===== src/rtl/z80fi_insn_capture.sv =====
// Collects per-instruction trace (bytes, M-cycle types/T-counts, first data read, regs) and
// publishes it as a registered record for one clk after the next insn_start; never stalls the CPU.
module z80fi_insn_capture #(
    parameter int TCYC_W = 4
) (
    input  logic              clk,
    input  logic              reset,
    input  logic              insn_start,
    input  logic              mcycle_start,
    input  logic [2:0]        mcycle_type,
    input  logic              fetch_valid,
    input  logic [7:0]        fetch_byte,
    input  logic              mem_rd_valid,
    input  logic [15:0]       mem_raddr,
    input  logic [7:0]        mem_rdata,
    input  logic [15:0]       cpu_ip,
    input  logic [7:0]        cpu_f,
    input  logic [15:0]       cpu_ix,
    input  logic [15:0]       cpu_iy,
    output logic              z80fi_valid,
    output logic [31:0]       z80fi_insn,
    output logic [2:0]        z80fi_insn_len,
    output logic [15:0]       z80fi_bus_raddr,
    output logic [7:0]        z80fi_bus_rdata,
    output logic [15:0]       z80fi_reg_ip_in,
    output logic [7:0]        z80fi_reg_f_in,
    output logic [15:0]       z80fi_reg_ix_in,
    output logic [15:0]       z80fi_reg_iy_in,
    output logic [15:0]       z80fi_reg_ip_out,
    output logic [7:0]        z80fi_reg_f_out,
    output logic [2:0]        z80fi_mcycle_type1,
    output logic [2:0]        z80fi_mcycle_type2,
    output logic [2:0]        z80fi_mcycle_type3,
    output logic [2:0]        z80fi_mcycle_type4,
    output logic [2:0]        z80fi_mcycle_type5,
    output logic [2:0]        z80fi_mcycle_type6,
    output logic [TCYC_W-1:0] z80fi_tcycles1,
    output logic [TCYC_W-1:0] z80fi_tcycles2,
    output logic [TCYC_W-1:0] z80fi_tcycles3,
    output logic [TCYC_W-1:0] z80fi_tcycles4,
    output logic [TCYC_W-1:0] z80fi_tcycles5,
    output logic              z80fi_overflow
);

    localparam logic [2:0]        CYCLE_NONE = 3'd0;
    localparam logic [TCYC_W-1:0] TCYC_MAX   = '1;
    localparam logic [TCYC_W-1:0] TCYC_ONE   = TCYC_W'(1);

    typedef enum logic {IDLE, ACTIVE} state_t;
    state_t state, state_nx;

    logic retire, open_new, track;

    logic [31:0]       acc_insn;
    logic [2:0]        acc_len;
    logic [2:0]        acc_type [6];
    logic [TCYC_W-1:0] acc_tcyc [5];
    logic [TCYC_W-1:0] fin_tcyc [5];
    logic [2:0]        mc_idx;
    logic [TCYC_W-1:0] tcnt;
    logic [15:0]       acc_raddr;
    logic [7:0]        acc_rdata;
    logic              rd_seen;
    logic              acc_ovf;
    logic [15:0]       sh_ip, sh_ix, sh_iy;
    logic [7:0]        sh_f;
    logic [2:0]        out_type [6];
    logic [TCYC_W-1:0] out_tcyc [5];

    always_ff @(posedge clk) begin
        if (reset) state <= IDLE;
        else       state <= state_nx;
    end

    always_comb begin
        state_nx = state;
        retire   = 1'b0;
        open_new = 1'b0;
        track    = 1'b0;
        case (state)
            IDLE: begin
                if (insn_start) begin
                    open_new = 1'b1;
                    state_nx = ACTIVE;
                end
            end
            ACTIVE: begin
                track    = !insn_start;
                retire   = insn_start;
                open_new = insn_start;
            end
            default: state_nx = IDLE;
        endcase
    end

    // T-counts as they would stand if the running M-cycle ended this clk
    always_comb begin
        for (int i = 0; i < 5; i++)
            fin_tcyc[i] = (mc_idx == 3'(i + 1)) ? tcnt : acc_tcyc[i];
    end

    always_ff @(posedge clk) begin
        if (reset) begin
            z80fi_valid      <= 1'b0;
            z80fi_insn       <= '0;
            z80fi_insn_len   <= '0;
            z80fi_bus_raddr  <= '0;
            z80fi_bus_rdata  <= '0;
            z80fi_reg_ip_in  <= '0;
            z80fi_reg_f_in   <= '0;
            z80fi_reg_ix_in  <= '0;
            z80fi_reg_iy_in  <= '0;
            z80fi_reg_ip_out <= '0;
            z80fi_reg_f_out  <= '0;
            z80fi_overflow   <= 1'b0;
            for (int i = 0; i < 6; i++) begin
                out_type[i] <= CYCLE_NONE;
                acc_type[i] <= CYCLE_NONE;
            end
            for (int i = 0; i < 5; i++) begin
                out_tcyc[i] <= '0;
                acc_tcyc[i] <= '0;
            end
            acc_insn  <= '0;
            acc_len   <= '0;
            mc_idx    <= '0;
            tcnt      <= '0;
            acc_raddr <= '0;
            acc_rdata <= '0;
            rd_seen   <= 1'b0;
            acc_ovf   <= 1'b0;
            sh_ip     <= '0;
            sh_f      <= '0;
            sh_ix     <= '0;
            sh_iy     <= '0;
        end else begin
            z80fi_valid <= retire;
            if (retire) begin
                z80fi_insn       <= acc_insn;
                z80fi_insn_len   <= acc_len;
                z80fi_bus_raddr  <= acc_raddr;
                z80fi_bus_rdata  <= acc_rdata;
                z80fi_reg_ip_in  <= sh_ip;
                z80fi_reg_f_in   <= sh_f;
                z80fi_reg_ix_in  <= sh_ix;
                z80fi_reg_iy_in  <= sh_iy;
                z80fi_reg_ip_out <= cpu_ip;
                z80fi_reg_f_out  <= cpu_f;
                z80fi_overflow   <= acc_ovf;
                for (int i = 0; i < 6; i++) out_type[i] <= acc_type[i];
                for (int i = 0; i < 5; i++) out_tcyc[i] <= fin_tcyc[i];
            end

            // Anything seen on the insn_start clk belongs to the instruction being opened
            if (open_new) begin
                sh_ip     <= cpu_ip;
                sh_f      <= cpu_f;
                sh_ix     <= cpu_ix;
                sh_iy     <= cpu_iy;
                acc_insn  <= fetch_valid ? {24'd0, fetch_byte} : 32'd0;
                acc_len   <= {2'b00, fetch_valid};
                acc_type[0] <= mcycle_type;
                for (int i = 1; i < 6; i++) acc_type[i] <= CYCLE_NONE;
                for (int i = 0; i < 5; i++) acc_tcyc[i] <= '0;
                mc_idx    <= 3'd1;
                tcnt      <= TCYC_ONE;
                rd_seen   <= mem_rd_valid;
                acc_raddr <= mem_rd_valid ? mem_raddr : 16'd0;
                acc_rdata <= mem_rd_valid ? mem_rdata : 8'd0;
                acc_ovf   <= 1'b0;
            end else if (track) begin
                if (fetch_valid) begin
                    if (acc_len[2]) begin
                        acc_ovf <= 1'b1;
                    end else begin
                        acc_insn[{acc_len[1:0], 3'b000} +: 8] <= fetch_byte;
                        acc_len <= acc_len + 3'd1;
                    end
                end
                if (mem_rd_valid && !rd_seen) begin
                    rd_seen   <= 1'b1;
                    acc_raddr <= mem_raddr;
                    acc_rdata <= mem_rdata;
                end
                if (mcycle_start) begin
                    for (int i = 0; i < 5; i++) acc_tcyc[i] <= fin_tcyc[i];
                    for (int i = 1; i < 6; i++)
                        if (mc_idx == 3'(i)) acc_type[i] <= mcycle_type;
                    if (mc_idx >= 3'd6) acc_ovf <= 1'b1;
                    if (mc_idx != 3'd7) mc_idx <= mc_idx + 3'd1;
                    tcnt <= TCYC_ONE;
                end else if (tcnt != TCYC_MAX) begin
                    tcnt <= tcnt + TCYC_ONE;
                end
            end
        end
    end

    assign z80fi_mcycle_type1 = out_type[0];
    assign z80fi_mcycle_type2 = out_type[1];
    assign z80fi_mcycle_type3 = out_type[2];
    assign z80fi_mcycle_type4 = out_type[3];
    assign z80fi_mcycle_type5 = out_type[4];
    assign z80fi_mcycle_type6 = out_type[5];
    assign z80fi_tcycles1     = out_tcyc[0];
    assign z80fi_tcycles2     = out_tcyc[1];
    assign z80fi_tcycles3     = out_tcyc[2];
    assign z80fi_tcycles4     = out_tcyc[3];
    assign z80fi_tcycles5     = out_tcyc[4];

endmodule


===== config.mk =====
export PLATFORM = sky130hd
export DESIGN_NAME = z80fi_insn_capture
export DESIGN_NICKNAME = d
export VERILOG_FILES = /design/src/rtl/z80fi_insn_capture.sv
export SDC_FILE = /design/constraint.sdc
export NUM_CORES = 1
export LEC_CHECK = 0
export BUFFER_PORTS_ARGS = -buffer_cell sky130_fd_sc_hd__buf_2
export CAP_MARGIN = 10
export CORE_ASPECT_RATIO = 1.25
export CORE_MARGIN = 5
export CORE_UTILIZATION = 40
export CTS_CLUSTER_DIAMETER = 150
export DETAILED_ROUTE_END_ITERATION = 12
export PLACE_DENSITY = 0.65
export SKIP_CTS_REPAIR_TIMING = 1
export SYNTH_ARGS = -nofsm -noshare
export SYNTH_HDL_FRONTEND = slang
export SYNTH_SLANG_ARGS = --single-unit

===== constraint.sdc =====
create_clock -name clk -period 2.03 [get_ports clk]
set_input_delay 0.406 -clock clk [delete_from_list [all_inputs] [get_ports clk]]
set_output_delay 0.406 -clock clk [all_outputs]
set_load 0.005 [all_outputs]

Word level (Yosys, flattened, before mapping):

Memory sizes are Yosys's and may differ from the RTL's.
Index checks and enable logic that the tools add are counted.

* shifts and indexed selects: 2
* muxes and demuxes: 118
* add/sub/neg operators: 4
* reductions and logical operators: 19
* magnitude comparators: 1
* bitwise gates (word level): 34
* equality and inequality tests: 8

Operators with widths (number)
* $mux W32: 4
* $mux W4: 22
* $mux W16: 4
* $mux W1: 63
* $mux W3: 18
* $mux W8: 5
* $bwmux W32: 1
* $or A1 B1 Y1: 32
* $shift A8 B7 Y32 const A: 1
* $shiftx A8 B7 Y32: 1
* $reduce_and A3 Y1: 4
* $reduce_bool A2 Y1: 6
* $reduce_and A2 Y1: 4
* $neg A5 Y7: 1
* $add A3 B1 Y3 const B: 2
* $eq A3 B2 Y1 const B: 2
* $eq A3 B3 Y1 const B: 2
* $add A4 B1 Y4 const B: 1
* $ne A4 B4 Y1 const B: 1
* $eq A3 B1 Y1 const B: 1
* $ge A3 B3 Y1 const B: 1
* $ne A3 B3 Y1 const B: 1
* $reduce_bool A3 Y1: 1
* $logic_not A1 Y1: 2
* other kinds (5): 6

* memory bits (writable): 76
* register bits: 266
* word-level logic and storage cells: 219
* memories kept: 4
* output and inout port bits: 179
* bits of input ports: 97

Memories
* acc_tcyc: words 5, width 4, read ports 5, clocked after Yosys merged registers in 0, write ports 5, line 57 `logic [TCYC_W-1:0] acc_tcyc [5];`
* out_tcyc: words 5, width 4, read ports 5, clocked after Yosys merged registers in 0, write ports 5, line 68 `logic [TCYC_W-1:0] out_tcyc [5];`
* acc_type: words 6, width 3, read ports 6, clocked after Yosys merged registers in 0, write ports 6, line 56 `logic [2:0] acc_type [6];`
* out_type: words 6, width 3, read ports 6, clocked after Yosys merged registers in 0, write ports 6, line 67 `logic [2:0] out_type [6];`

Logic depth before layout (Yosys ltp):

* word-level depth: 8
* gate-level depth with buffers: 8
* gate-level depth less buffers: 5

Worst setup path after synthesis:

OpenSTA, ideal clock, no wires.

* kind: input -> register
* start: input port reset
* end: memory out_tcyc[0][0] (enable)
* required time: 1.629 ns
* slack: -0.064 ns
* stages: 3
* data arrival time: 1.693 ns
* setup time: 0.401 ns
* path buffers: 2
* cell sequence: buf_6 buf_2 nand2b_1

RTL lines
* from (decl): line 7 `input logic reset,`
* to (decl): line 68

Final worst setup path:

* start: register acc_len[1]
* end: register acc_insn[4]

* longest elaborated chain between the ends: 7
* elaborated cells between the ends (all ways): 8
* classes of those cells: add/sub (1); shift (2); mux (5)

RTL lines
* from (decl): line 55 `logic [2:0] acc_len;`
* from (signal assigned): line 161 `acc_len <= {2'b00, fetch_valid};`
* from (signal assigned): line 177 `acc_len <= acc_len + 3'd1;`
* $neg A5 Y7 (*): line 176 `acc_insn[{acc_len[1:0], 3'b000} +: 8] <= fetch_byte;`
* $shiftx A8 B7 Y32 or $shift A8 B7 Y32 (tied branches): line 176
* $bwmux W32 (*): line 176
* $mux W32 (*): line 173 `if (acc_len[2]) begin`
* $mux W32 (*): line 172 `if (fetch_valid) begin`
* $mux W32 (*): line 171 `end else if (track) begin`
* $mux W32 (*): line 155 `if (open_new) begin`
* to (signal assigned): line 160 `acc_insn <= fetch_valid ? {24'd0, fetch_byte} : 32'd0;`
* to (signal, indexed assignment): line 176
* to (decl): line 54 `logic [31:0] acc_insn;`

Mark *: on every way between the ends. The rest lies on a longest branch, timed or not. The select of a mux whose other input is x is not followed.
A chain may end at the register's enable or synchronous reset.

==> impl_metrics.py <==
metrics = {
    "global_route": {
        "grt_pass1_vias": 10027,
        "grt_usage_pct": 17.5,
        "overflow": 0,
        "grt_pass1_wl_um": 52400,
        "antenna_found_initial": 0,
        "grt_max_degree": 92,
    },
    "worst_hold_path": {
        "hold_class": "in -> reg",
        "holdPathEnd": "sh_iy[2]",
        "min_from": "cpu_iy[2]",
        "hold_depth": 3,
    },
    "power_and_ir_drop": {
        "max-vdd-ir-drop_v": 0.000846,
        "power_mw": 15.1,
        "p_int_mw": 11.6,
        "p_per_area_mw_per_mm2": 935,
        "power_frac_comb_pct": 6.6,
        "power_frac_seq_pct": 48.4,
        "switchingPower_mw": 3.44,
        "clockPowerShare_pct": 45.0,
        "p_sw_share_pct": 22.8,
        "cellLeakagePower_nw": 6.65,
    },
    "floorplan": {
        "fp.dieArea_mm2": 0.0367,
        "fp.coreArea_mm2": 0.0326,
        "initial_core_util_pct": 40.4,
        "die_w_um": 172,
        "die_y_um": 213,
        "pin_count": 276,
        "row_count": 74,
    },
    "clocking": {
        "root_buffer": "clkbuf_16",
        "clock-sinks": 342,
        "cts_tree": "done",
        "clockBufferDepth": 3,
        "cts-buffers-inserted": 36,
        "htreeDepth": 2,
        "worstSkewPairLatency_ns": 0.52,
        "cts.reportedPaths.clkPinSlew_ns": 0.06,
    },
    "route": {
        "vias": 10352,
        "routed_wirelength_um": 33100,
        "wire_per_inst_um": 16.2,
        "first_iter_violations": 500,
        "drc": 0,
        "drt-pass1-iter-count": 5,
        "antenna_left": 0,
        "via_per_inst": 5.07,
    },
    "timing": {
        "rsz0062_at_grt": "no",
        "setup_viol": 0,
        "fin_crit_sh_pct": 90.4,
        "maxSlewHeadroom_pct": 37.0,
        "final.setup.tns_ns": 0,
        "layout_min_cycle_time_ns": 1.83,
        "fmax_ghz": 0.545,
        "slew_viol_final": 0,
        "worst_clock_skew_ns": 0.0140,
        "finalHoldViolCount": 0,
        "worst_pin_slew_ns": 0.945,
        "layout_setup_ws_ns": 0.195,
    },
    "synth": {
        "ys_seq_elements": 342,
        "ys.warnings.count": 0,
        "ys.flop_type": "dfxtp_1",
        "netlist.top_cell.by_area": "dfxtp_1",
        "async_flop_share_pct": 0,
        "syn_nets": 1475,
        "synthCells": 1366,
        "syn_area_mm2": 0.0132,
        "avgSynthCellArea_um2": 9.65,
        "ys_seq_area_share_pct": 57.7,
        "synth.distinct_cells": 47,
        "synth_edf_count": 76,
        "synth_area_leaders": "dfxtp_1 40%, edfxtp_1 17%, nand2_1 8.3%",
        "synth.top_cell.area_share_pct": 40.4,
    },
    "finish": {
        "drive_above_1_share_pct": 23.9,
        "ff_latch_area_mm2": 0.00761,
        "fillers": 3105,
        "finalNonFillerCells": 2040,
        "final_util_pct": 49.4,
        "multiInputGateArea_mm2": 0.00487,
        "nets": 1705,
        "area_growth_pct": 22.1,
    },
    "placed_design": {
        "dpl_worst_slack_ns": 0.201,
        "io_buffer_count": 275,
        "place_hpwl_um": 22600,
        "place_congestion": 0.795,
        "dp_cells": 1976,
    },
    "setup_path": {
        "cp.arrival_ns": 2.26,
        "start_kind": "flop",
        "r2r-start": "acc_len[1]",
        "worstPathCellList": "inv_1 > ha_1 > and4b_1 > or2_2 > o32ai_2",
        "cpPeakStageDelay_ns": 0.43,
        "crit_type": "reg -> reg",
        "crit_family": "simple AND/OR/NAND/NOR gates",
        "crit_slowest_cell": "or2_2",
        "end_kind": "flop",
        "crit_fanout": 9,
        "cp-startpoint": "acc_len[1]",
        "critPathBufInv": 1,
        "required_ns": 2.46,
        "worstRegToRegCells": 5,
        "r2r_slack_ns": 0.20,
        "r2r_end": "acc_insn[4]",
    },
    "job": {
        "cap_viol_max_count": 0,
    },
    "run_status": {
        "status": "completed",
    },
}
## worst register-to-register path: stages (launching register included)
cell     delay, ns
dfxtp_1       0.40
inv_1         0.11
ha_1          0.26
and4b_1       0.32
or2_2         0.43
o32ai_2       0.23
## metal layers
metal	routed length, µm	part of all wire, %	track usage [%]	vias up
li1	-	-	-	5112
met2	15500	47	28.4	314
met1	13600	41	21.7	4869
met5	0	0	0	-
met4	1020	3.1	5.69	0
met3	3010	9.1	6.22	57
## placed cells by master (no fill, tap or decap), types with 6 or more instances in the layout
cell,synthesis,routed
nand2_1,293,292
buf_2,40,273
dfxtp_1,266,266
a21oi_1,169,169
nor2_1,117,117
mux2i_1,78,78
edfxtp_1,76,76
o211ai_1,41,41
inv_1,38,38
clkbuf_16,0,36
nand3_1,26,26
o41ai_1,24,24
buf_4,7,24
and2_1,22,21
ha_1,12,12
o21ai_0,11,11
nor4bb_1,8,8
o32ai_2,8,8
o2111ai_1,8,8
clkbuf_8,0,8
buf_12,0,8
nor2b_1,6,6
## Yosys cell counts (2+ instances only)
| cell | instances |
|---|---|
| a31oi_1 | 2 |
| nand3_1 | 26 |
| edfxtp_1 | 76 |
| o2111ai_1 | 8 |
| a21oi_1 | 169 |
| buf_4 | 7 |
| buf_1 | 15 |
| nor2_1 | 117 |
| o21ai_0 | 11 |
| nor2b_1 | 6 |
| and3b_1 | 3 |
| nand2_1 | 293 |
| o32ai_2 | 8 |
| nor3b_1 | 2 |
| mux2i_1 | 78 |
| nand3b_1 | 2 |
| buf_8 | 3 |
| and4b_1 | 5 |
| buf_2 | 40 |
| o21ai_1 | 3 |
| inv_1 | 38 |
| o211ai_1 | 41 |
| nor4bb_1 | 8 |
| nor3_1 | 2 |
| and2b_2 | 4 |
| buf_6 | 4 |
| ha_1 | 12 |
| o41ai_1 | 24 |
| and2_1 | 22 |
| and3_1 | 5 |
| clkbuf_1 | 46 |
| dfxtp_1 | 266 |
| nand2b_1 | 4 |
| a211oi_1 | 2 |
| inv_2 | 2 |
## worst max path at each step
stage,cells past startpoint,to,slack (ns)
global route,5,acc_insn[0],0.02
finish,5,acc_insn[4],0.20
global placement,5,acc_insn[1],0.29
floorplan,6,acc_insn[31],0.02
detailed placement,5,acc_insn[0],0.20
CTS,5,acc_insn[0],0.16
## metrics by stage
stage          instance area (µm²)  hold slack, ns
2_1_floorplan                13200           0.431
3_3_place_gp                 14900           0.437
3_5_place_dp                 14900           0.442
4_1_cts                      16100          0.0986
5_1_grt                      16100           0.112
6_report                     16100           0.120
## final cells by class
class | count | area share [%]
clock buffers | 48 | 6.31
diodes | 1 | 0.0155
repair buffers | 307 | 10.8
flip-flops and latches | 342 | 47.2
clock inverters | 15 | 1.27
multi-input cells | 869 | 30.2
inverters | 40 | 0.933
well taps | 418 | 3.25
## power by group through the flow
stage / clock network (mW) / registers [mW] / logic, mW
after global placement: 0 / 7.43 / 0.985
after floorplan: 0 / 7.43 / 0.615
after detailed placement: 0 / 7.44 / 1.01
after global routing: 7.23 / 7.31 / 1.11
final: 6.77 / 7.29 / 0.995
after CTS: 6.94 / 7.29 / 1.01
## flip-flops by register name, indices dropped and copies added (netlist names), 18 cells and up
name,count
out_tcyc,20
acc_insn,32
out_type,18
acc_tcyc,20
z80fi_insn,32
acc_type,18
## cells by family after synthesis
kind of cell	share of synthesized area, %
simple gates	16.7
flops	57.7
compound gates	13.0
buf+inv	5.48
mux	5.92
fa+ha+maj	1.14
xor+xnor	0.0665
Note: power is estimated with default switching activity, not from simulation.
